--- src/rtl/addsub_pkg.sv ---
// Shared definitions for the chunk-serial adder/subtractor: FSM encoding and
// elaboration-time helpers for chunk count and chunk-index width.
package addsub_pkg;

    typedef enum logic [1:0] {
        IDLE = 2'd0,
        BUSY = 2'd1,
        DONE = 2'd2
    } state_t;

    // Number of CHUNK-bit slices in a WIDTH-bit operand; guarded so an
    // illegal CHUNK still elaborates far enough to hit the parameter check.
    function automatic int num_chunks(input int width, input int chunk);
        return (chunk > 0) ? width / chunk : 1;
    endfunction

    function automatic int idx_width(input int n);
        return (n > 1) ? $clog2(n) : 1;
    endfunction

endpackage

--- src/rtl/add_chunk.sv ---
// Combinational CHUNK-bit ripple slice: sum and carry-out of a + b + cin.
module add_chunk #(
    parameter int CHUNK = 4
) (
    input  logic [CHUNK-1:0] a,
    input  logic [CHUNK-1:0] b,
    input  logic             cin,
    output logic [CHUNK-1:0] sum,
    output logic             cout
);

    logic [CHUNK:0] total;

    assign total = {1'b0, a} + {1'b0, b} + {{CHUNK{1'b0}}, cin};
    assign sum   = total[CHUNK-1:0];
    assign cout  = total[CHUNK];

endmodule

--- src/rtl/addsub_seq.sv ---
// Sequential adder/subtractor: processes CHUNK bits per cycle through a single
// add_chunk slice and publishes result plus ALU flags together on completion.
module addsub_seq
    import addsub_pkg::*;
#(
    parameter int WIDTH = 8,
    parameter int CHUNK = 4
) (
    input  logic             clk,
    input  logic             rst_n,
    input  logic             start,
    input  logic             sub,
    input  logic [WIDTH-1:0] a,
    input  logic [WIDTH-1:0] b,
    output logic             busy,
    output logic             done,
    output logic [WIDTH-1:0] result,
    output logic             carry,
    output logic             overflow,
    output logic             zero,
    output logic             negative
);

    localparam int N  = num_chunks(WIDTH, CHUNK);
    localparam int IW = idx_width(N);

    generate
        if (CHUNK < 1 || (WIDTH % CHUNK) != 0) begin : g_bad_params
            $error("addsub_seq: WIDTH must be a positive multiple of CHUNK");
        end
    endgenerate

    state_t           state, state_next;
    logic [WIDTH-1:0] op_a, op_b, acc, acc_next;
    logic [IW-1:0]    idx;
    logic             cin;
    logic             load, step, last;
    logic [CHUNK-1:0] a_chunk, b_chunk, sum_chunk;
    logic             cout_chunk;
    int               shamt;

    assign last = (idx == IW'(N - 1));
    assign busy = (state == BUSY);
    assign done = (state == DONE);

    // NOTE: every signal written here gets a default first so no path
    // leaves it unassigned and no latch is inferred.
    always_comb begin
        state_next = state;
        load       = 1'b0;
        step       = 1'b0;
        case (state)
            IDLE, DONE: begin
                state_next = start ? BUSY : IDLE;
                load       = start;
            end
            BUSY: begin
                step = 1'b1;
                if (last) state_next = DONE;
            end
            default: state_next = IDLE;
        endcase
    end

    // Select the active slice by shifting, then merge the new sum into the
    // partial accumulator (cleared on load, so OR-ing is sufficient).
    always_comb begin
        shamt    = int'(idx) * CHUNK;
        a_chunk  = CHUNK'(op_a >> shamt);
        b_chunk  = CHUNK'(op_b >> shamt);
        acc_next = acc | (WIDTH'(sum_chunk) << shamt);
    end

    add_chunk #(.CHUNK(CHUNK)) u_add_chunk (
        .a    (a_chunk),
        .b    (b_chunk),
        .cin  (cin),
        .sum  (sum_chunk),
        .cout (cout_chunk)
    );

    // NOTE: state registers use non-blocking assignments so every flop
    // samples pre-edge values regardless of statement order.
    always_ff @(posedge clk or negedge rst_n) begin
        if (!rst_n) begin
            state <= IDLE;
        end else begin
            state <= state_next;
        end
    end

    always_ff @(posedge clk or negedge rst_n) begin
        if (!rst_n) begin
            op_a     <= '0;
            op_b     <= '0;
            acc      <= '0;
            idx      <= '0;
            cin      <= 1'b0;
            result   <= '0;
            carry    <= 1'b0;
            overflow <= 1'b0;
            zero     <= 1'b0;
            negative <= 1'b0;
        end else if (load) begin
            op_a <= a;
            op_b <= b ^ {WIDTH{sub}};
            cin  <= sub;
            idx  <= '0;
            acc  <= '0;
        end else if (step) begin
            acc <= acc_next;
            cin <= cout_chunk;
            idx <= last ? '0 : idx + 1'b1;
            if (last) begin
                result   <= acc_next;
                carry    <= cout_chunk;
                overflow <= (op_a[WIDTH-1] == op_b[WIDTH-1]) &&
                            (acc_next[WIDTH-1] != op_a[WIDTH-1]);
                zero     <= (acc_next == '0);
                negative <= acc_next[WIDTH-1];
            end
        end
    end

endmodule
--- config.mk ---
export PLATFORM = sky130hd
export DESIGN_NAME = addsub_seq
export DESIGN_NICKNAME = d
export VERILOG_FILES = /design/src/rtl/addsub_pkg.sv /design/src/rtl/add_chunk.sv /design/src/rtl/addsub_seq.sv
export SDC_FILE = /design/constraint.sdc
export NUM_CORES = 1
export LEC_CHECK = 0
export ABC_AREA = 1
export ABC_CLOCK_PERIOD_IN_PS = 5650
export BUFFER_PORTS_ARGS = -buffer_cell sky130_fd_sc_hd__buf_4
export CAP_MARGIN = 20
export CORE_MARGIN = 1.5
export CORE_UTILIZATION = 59
export DETAILED_ROUTE_END_ITERATION = 8
export PLACE_DENSITY = 0.85
export SYNTH_ARGS = -nofsm -noshare
export SYNTH_HDL_FRONTEND = slang
export SYNTH_SLANG_ARGS = --single-unit
--- constraint.sdc ---
create_clock -name clk -period 5.65 [get_ports clk]
set_input_delay 0.2825 -clock clk [delete_from_list [all_inputs] [get_ports clk]]
set_output_delay 0.2825 -clock clk [all_outputs]
set_load 0.05 [all_outputs]
==> summary by stage <==
Timing
The part of the cycle the worst path needs is 46.0%. The normalized max-slew margin is 54.2%. The transition time at the pin with the least slew margin is 0.686 ns. The final-report hold violation count is 0.

Setup repair after global routing left no endpoint under its margin. Between clock sinks in the finished design, the worst skew comes to 0.0142 ns. Setup violations remaining at the end of the flow were counted as 0. Hold is met by 0.122 ns. The post-route worst setup slack is 3.05 ns. Adding up every negative setup slack in the final design gives 0 ns. The post-layout minimum cycle time is 2.60 ns. The number of pins with negative max-slew slack in the final report was 0. The achievable frequency is 385 MHz.

Clocking
For the worst-skew pair, the clock arrives at the later sink with an insertion delay of 0.36 ns. The buffer type at the clock tree root is sky130_fd_sc_hd__clkbuf_4. Clock-pin slew was measured on the worst setup and hold paths at 0.12 ns. Once the clock tree was built, the setup fixing pass inserted 0 buffers. The H-tree was split into 2 levels. The tree built by TritonCTS fans out to 39 sinks. In this run, post-CTS repair resized a total of 0 instances.

The number of buffers created by CTS is 5. The clock tree from TritonCTS is yes. The longest clock path from root to sink contains 2 buffers. The post-cts hold buffer count is 1.

Placement
The placer's final routability congestion estimate is 0.854. The cell area reported after detailed placement is 0.00212 mm^2. The post-placement worst setup slack is 3.11 ns. The number of placed instances with taps included is 290. Detailed placement finished with a half-perimeter wire length of 2530 um.

The total of buffers placed on input and output ports is 33.

Cells and area
The net count of the finished layout is 279. The number of antenna diodes in the final layout is 0. The fraction of final layout cells with drive strength greater than 1 is 18.8%. The finished cells cover 0.00221 mm^2. The count of cells in the finished layout, fillers not included, comes to 299. The count of filler cells inserted in the layout is 246. Leaving out fill and tap cells, the most frequent cell in the layout is sky130_fd_sc_hd__nand2_1. From synthesis to final layout, the design area changed by 18.4%. Leaving out fill and tap cells, the most frequent cells in the layout are sky130_fd_sc_hd__nand2_1 (78), sky130_fd_sc_hd__dfrtp_1 (39), sky130_fd_sc_hd__buf_4 (33).

Pwr
The leakage power figure is 0.00115 uW. The worst voltage drop across the vdd grid is 0.300 mV. In this run the power density over the cells is 650 mW/mm^2.

Die
Measured along the y axis, the die boundary spans 59.3 um. The floorplan step set the die width to 59.3 um. The number of cell rows is 20. The number of ports placed on the die boundary is 34. Once the floorplan was initialized, standard cells occupied 61.7% of the core.

In this run the standard cell core region covers 0.00303 mm^2. The area of the die is 0.00351 mm^2.

Critical path
The depth of the most critical reg-to-reg path is 12. The beginning of the worst register-to-register path is idx. STA classifies the critical path startpoint as a flop.

The setup path with the least slack is of type flop to flop. The maximum fanout encountered on the critical timing path is 15. For the worst setup path, the data required time is 5.96 ns.

The arrival time at the worst endpoint is 2.91 ns. The worst reg-to-reg setup slack is 3.05 ns. STA classifies the critical path endpoint as a flop. The worst register-to-register path ends at zero.

Yosys
Synthesis produced a netlist whose cell count is 222. The flop and latch count out of synthesis is 39. Counting every net in the synthesized netlist gives 247. In this run, distinct cell masters in the synthesized netlist total 22. After synthesis, the mean cell area works out to 8.41 um^2. The register area share after synthesis is 52.3%. The total number of yosys warnings is 0. The cell area that synthesis handed to floorplanning was 0.00187 mm^2.

Global routing
Entering global routing, the biggest net connects 40 pins. The via count of the first global-routing pass is 1350. Global routing used 22.6% of the available tracks.

The remaining global-route overflow is 0. The initial antenna violation count is 0. The first global-routing pass estimated 5870 um of wire.

Route
The count of vias placed by the detailed router is 1519. The overall routed net length is 3470 um. The remaining antenna violation count after routing is 0. For this block, wires on met1 add up to 1530 um. For this block, the initial DRC count from the detailed router was 55. Dividing the detail-routed wire length by the instance count gives 11.6 um. After detailed routing, the number of vias per cell comes to 5.08. Summed over all nets, wire length on met2 after detailed routing comes to 1740 um.

Routed signal wires occupy layers up through met4. The number of design rule violations left after detail routing is 0. The number of iterations in the first detailed-routing pass is 5.

The detailed route wirelength on metal3 is 158 um.

Worst hold path
The cell count of the worst hold path is 3. The startpoint of the most critical hold path is a[5]. For hold timing, the worst endpoint is op_a[5].

The worst hold path belongs to the class primary input to flop.

Job
The tool flagged a number of max-cap violations equal to 0.

Run status
The flow ran to the end, and the final reports show no timing, DRC or antenna violations.
-- layout make-up --
cell class	instances	area (um^2)	share of cell area, %
well taps	44	55.1	2.49
clock buffers	5	37.5	1.70
clock inverters	3	43.8	1.98
flip-flops and latches	39	976	44.2
multi-input cells	151	753	34.1
repair buffers	34	258	11.7
inverters	23	86.3	3.91
-- cells in the mapped netlist --
master,count,share of area [%]
sky130_fd_sc_hd__nand2_1,78,16
sky130_fd_sc_hd__dfrtp_1,39,52
sky130_fd_sc_hd__o21ai_0,23,6.2
sky130_fd_sc_hd__inv_1,20,4.0
sky130_fd_sc_hd__nand3_1,14,3.8
sky130_fd_sc_hd__a21oi_1,9,2.4
sky130_fd_sc_hd__xnor2_1,8,3.8
sky130_fd_sc_hd__nor2_1,6,1.2
sky130_fd_sc_hd__buf_2,4,1.1
sky130_fd_sc_hd__a211oi_1,3,1.2
sky130_fd_sc_hd__ha_1,3,2.0
sky130_fd_sc_hd__inv_2,3,0.60
sky130_fd_sc_hd__clkbuf_1,2,0.40
sky130_fd_sc_hd__fa_1,2,2.1
sky130_fd_sc_hd__buf_4,1,0.40
sky130_fd_sc_hd__buf_6,1,0.60
sky130_fd_sc_hd__clkbuf_2,1,0.27
sky130_fd_sc_hd__nand2_2,1,0.34
sky130_fd_sc_hd__nor2_2,1,0.34
sky130_fd_sc_hd__nor2_4,1,0.60
sky130_fd_sc_hd__o21a_1,1,0.40
sky130_fd_sc_hd__or2_2,1,0.34
-- sequential cells by signal, indices dropped and copies added, names as in the netlist --
| register | flops |
|---|---|
| idx | 1 |
| carry | 1 |
| state | 2 |
| overflow | 1 |
| zero | 1 |
| cin | 1 |
| acc | 8 |
| op_b | 8 |
| op_a | 8 |
| result | 8 |
-- routing by layer --
layer | vias up | global-route usage (%)
li1 | 760 | -
met1 | 710 | 29.8
met2 | 43 | 36.6
met3 | 6 | 5.90
met4 | 0 | 7.47
met5 | - | 0
-- worst max-delay path by stage --
stage | startpoint | endpoint | cells past startpoint
final | idx | zero | 12
after global routing | idx | cin | 10
after CTS | idx | zero | 12
after detailed placement | idx | zero | 12
after global placement | idx | zero | 12
after floorplan | idx | zero | 13
-- critical path: stages (launching register included) --
cell                      delay (ns)
sky130_fd_sc_hd__dfrtp_1        0.59
sky130_fd_sc_hd__inv_2          0.21
sky130_fd_sc_hd__nand2_1        0.10
sky130_fd_sc_hd__nand2_1        0.07
sky130_fd_sc_hd__fa_1           0.43
sky130_fd_sc_hd__fa_1           0.46
sky130_fd_sc_hd__a21oi_1        0.20
sky130_fd_sc_hd__nand2_1        0.09
sky130_fd_sc_hd__nor2_1         0.12
sky130_fd_sc_hd__nand3_1        0.07
sky130_fd_sc_hd__nor2_1         0.09
sky130_fd_sc_hd__nand2_1        0.06
sky130_fd_sc_hd__nand2_1        0.05
-- metrics by stage --
stage,util (%),total power [uW]
6_report,73.0,1440
5_1_grt,73.0,1560
4_1_cts,73.0,1440
3_5_place_dp,70.0,1250
3_3_place_gp,70.0,1230
2_1_floorplan,-,1070
-- kinds of logic (layout without fill, tap and decap cells) --
group	Yosys count	in the layout	share of synthesized area, %
and+or+nand+nor	102	102	22.3
adders and majority gates	5	5	4.16
DFF	39	39	52.3
AOI/OAI and AO/OA	36	36	10.2
buffers and inverters	32	65	7.37
xor gates and xnor gates	8	8	3.75
-- where the power goes --
group	internal [uW]	total, uW	switching, uW
Clock	93.1	187	94.1
Combinational	255	778	524
Sequential	397	471	74.0
Total	745	1440	692
(Power assumes the default switching activity.)
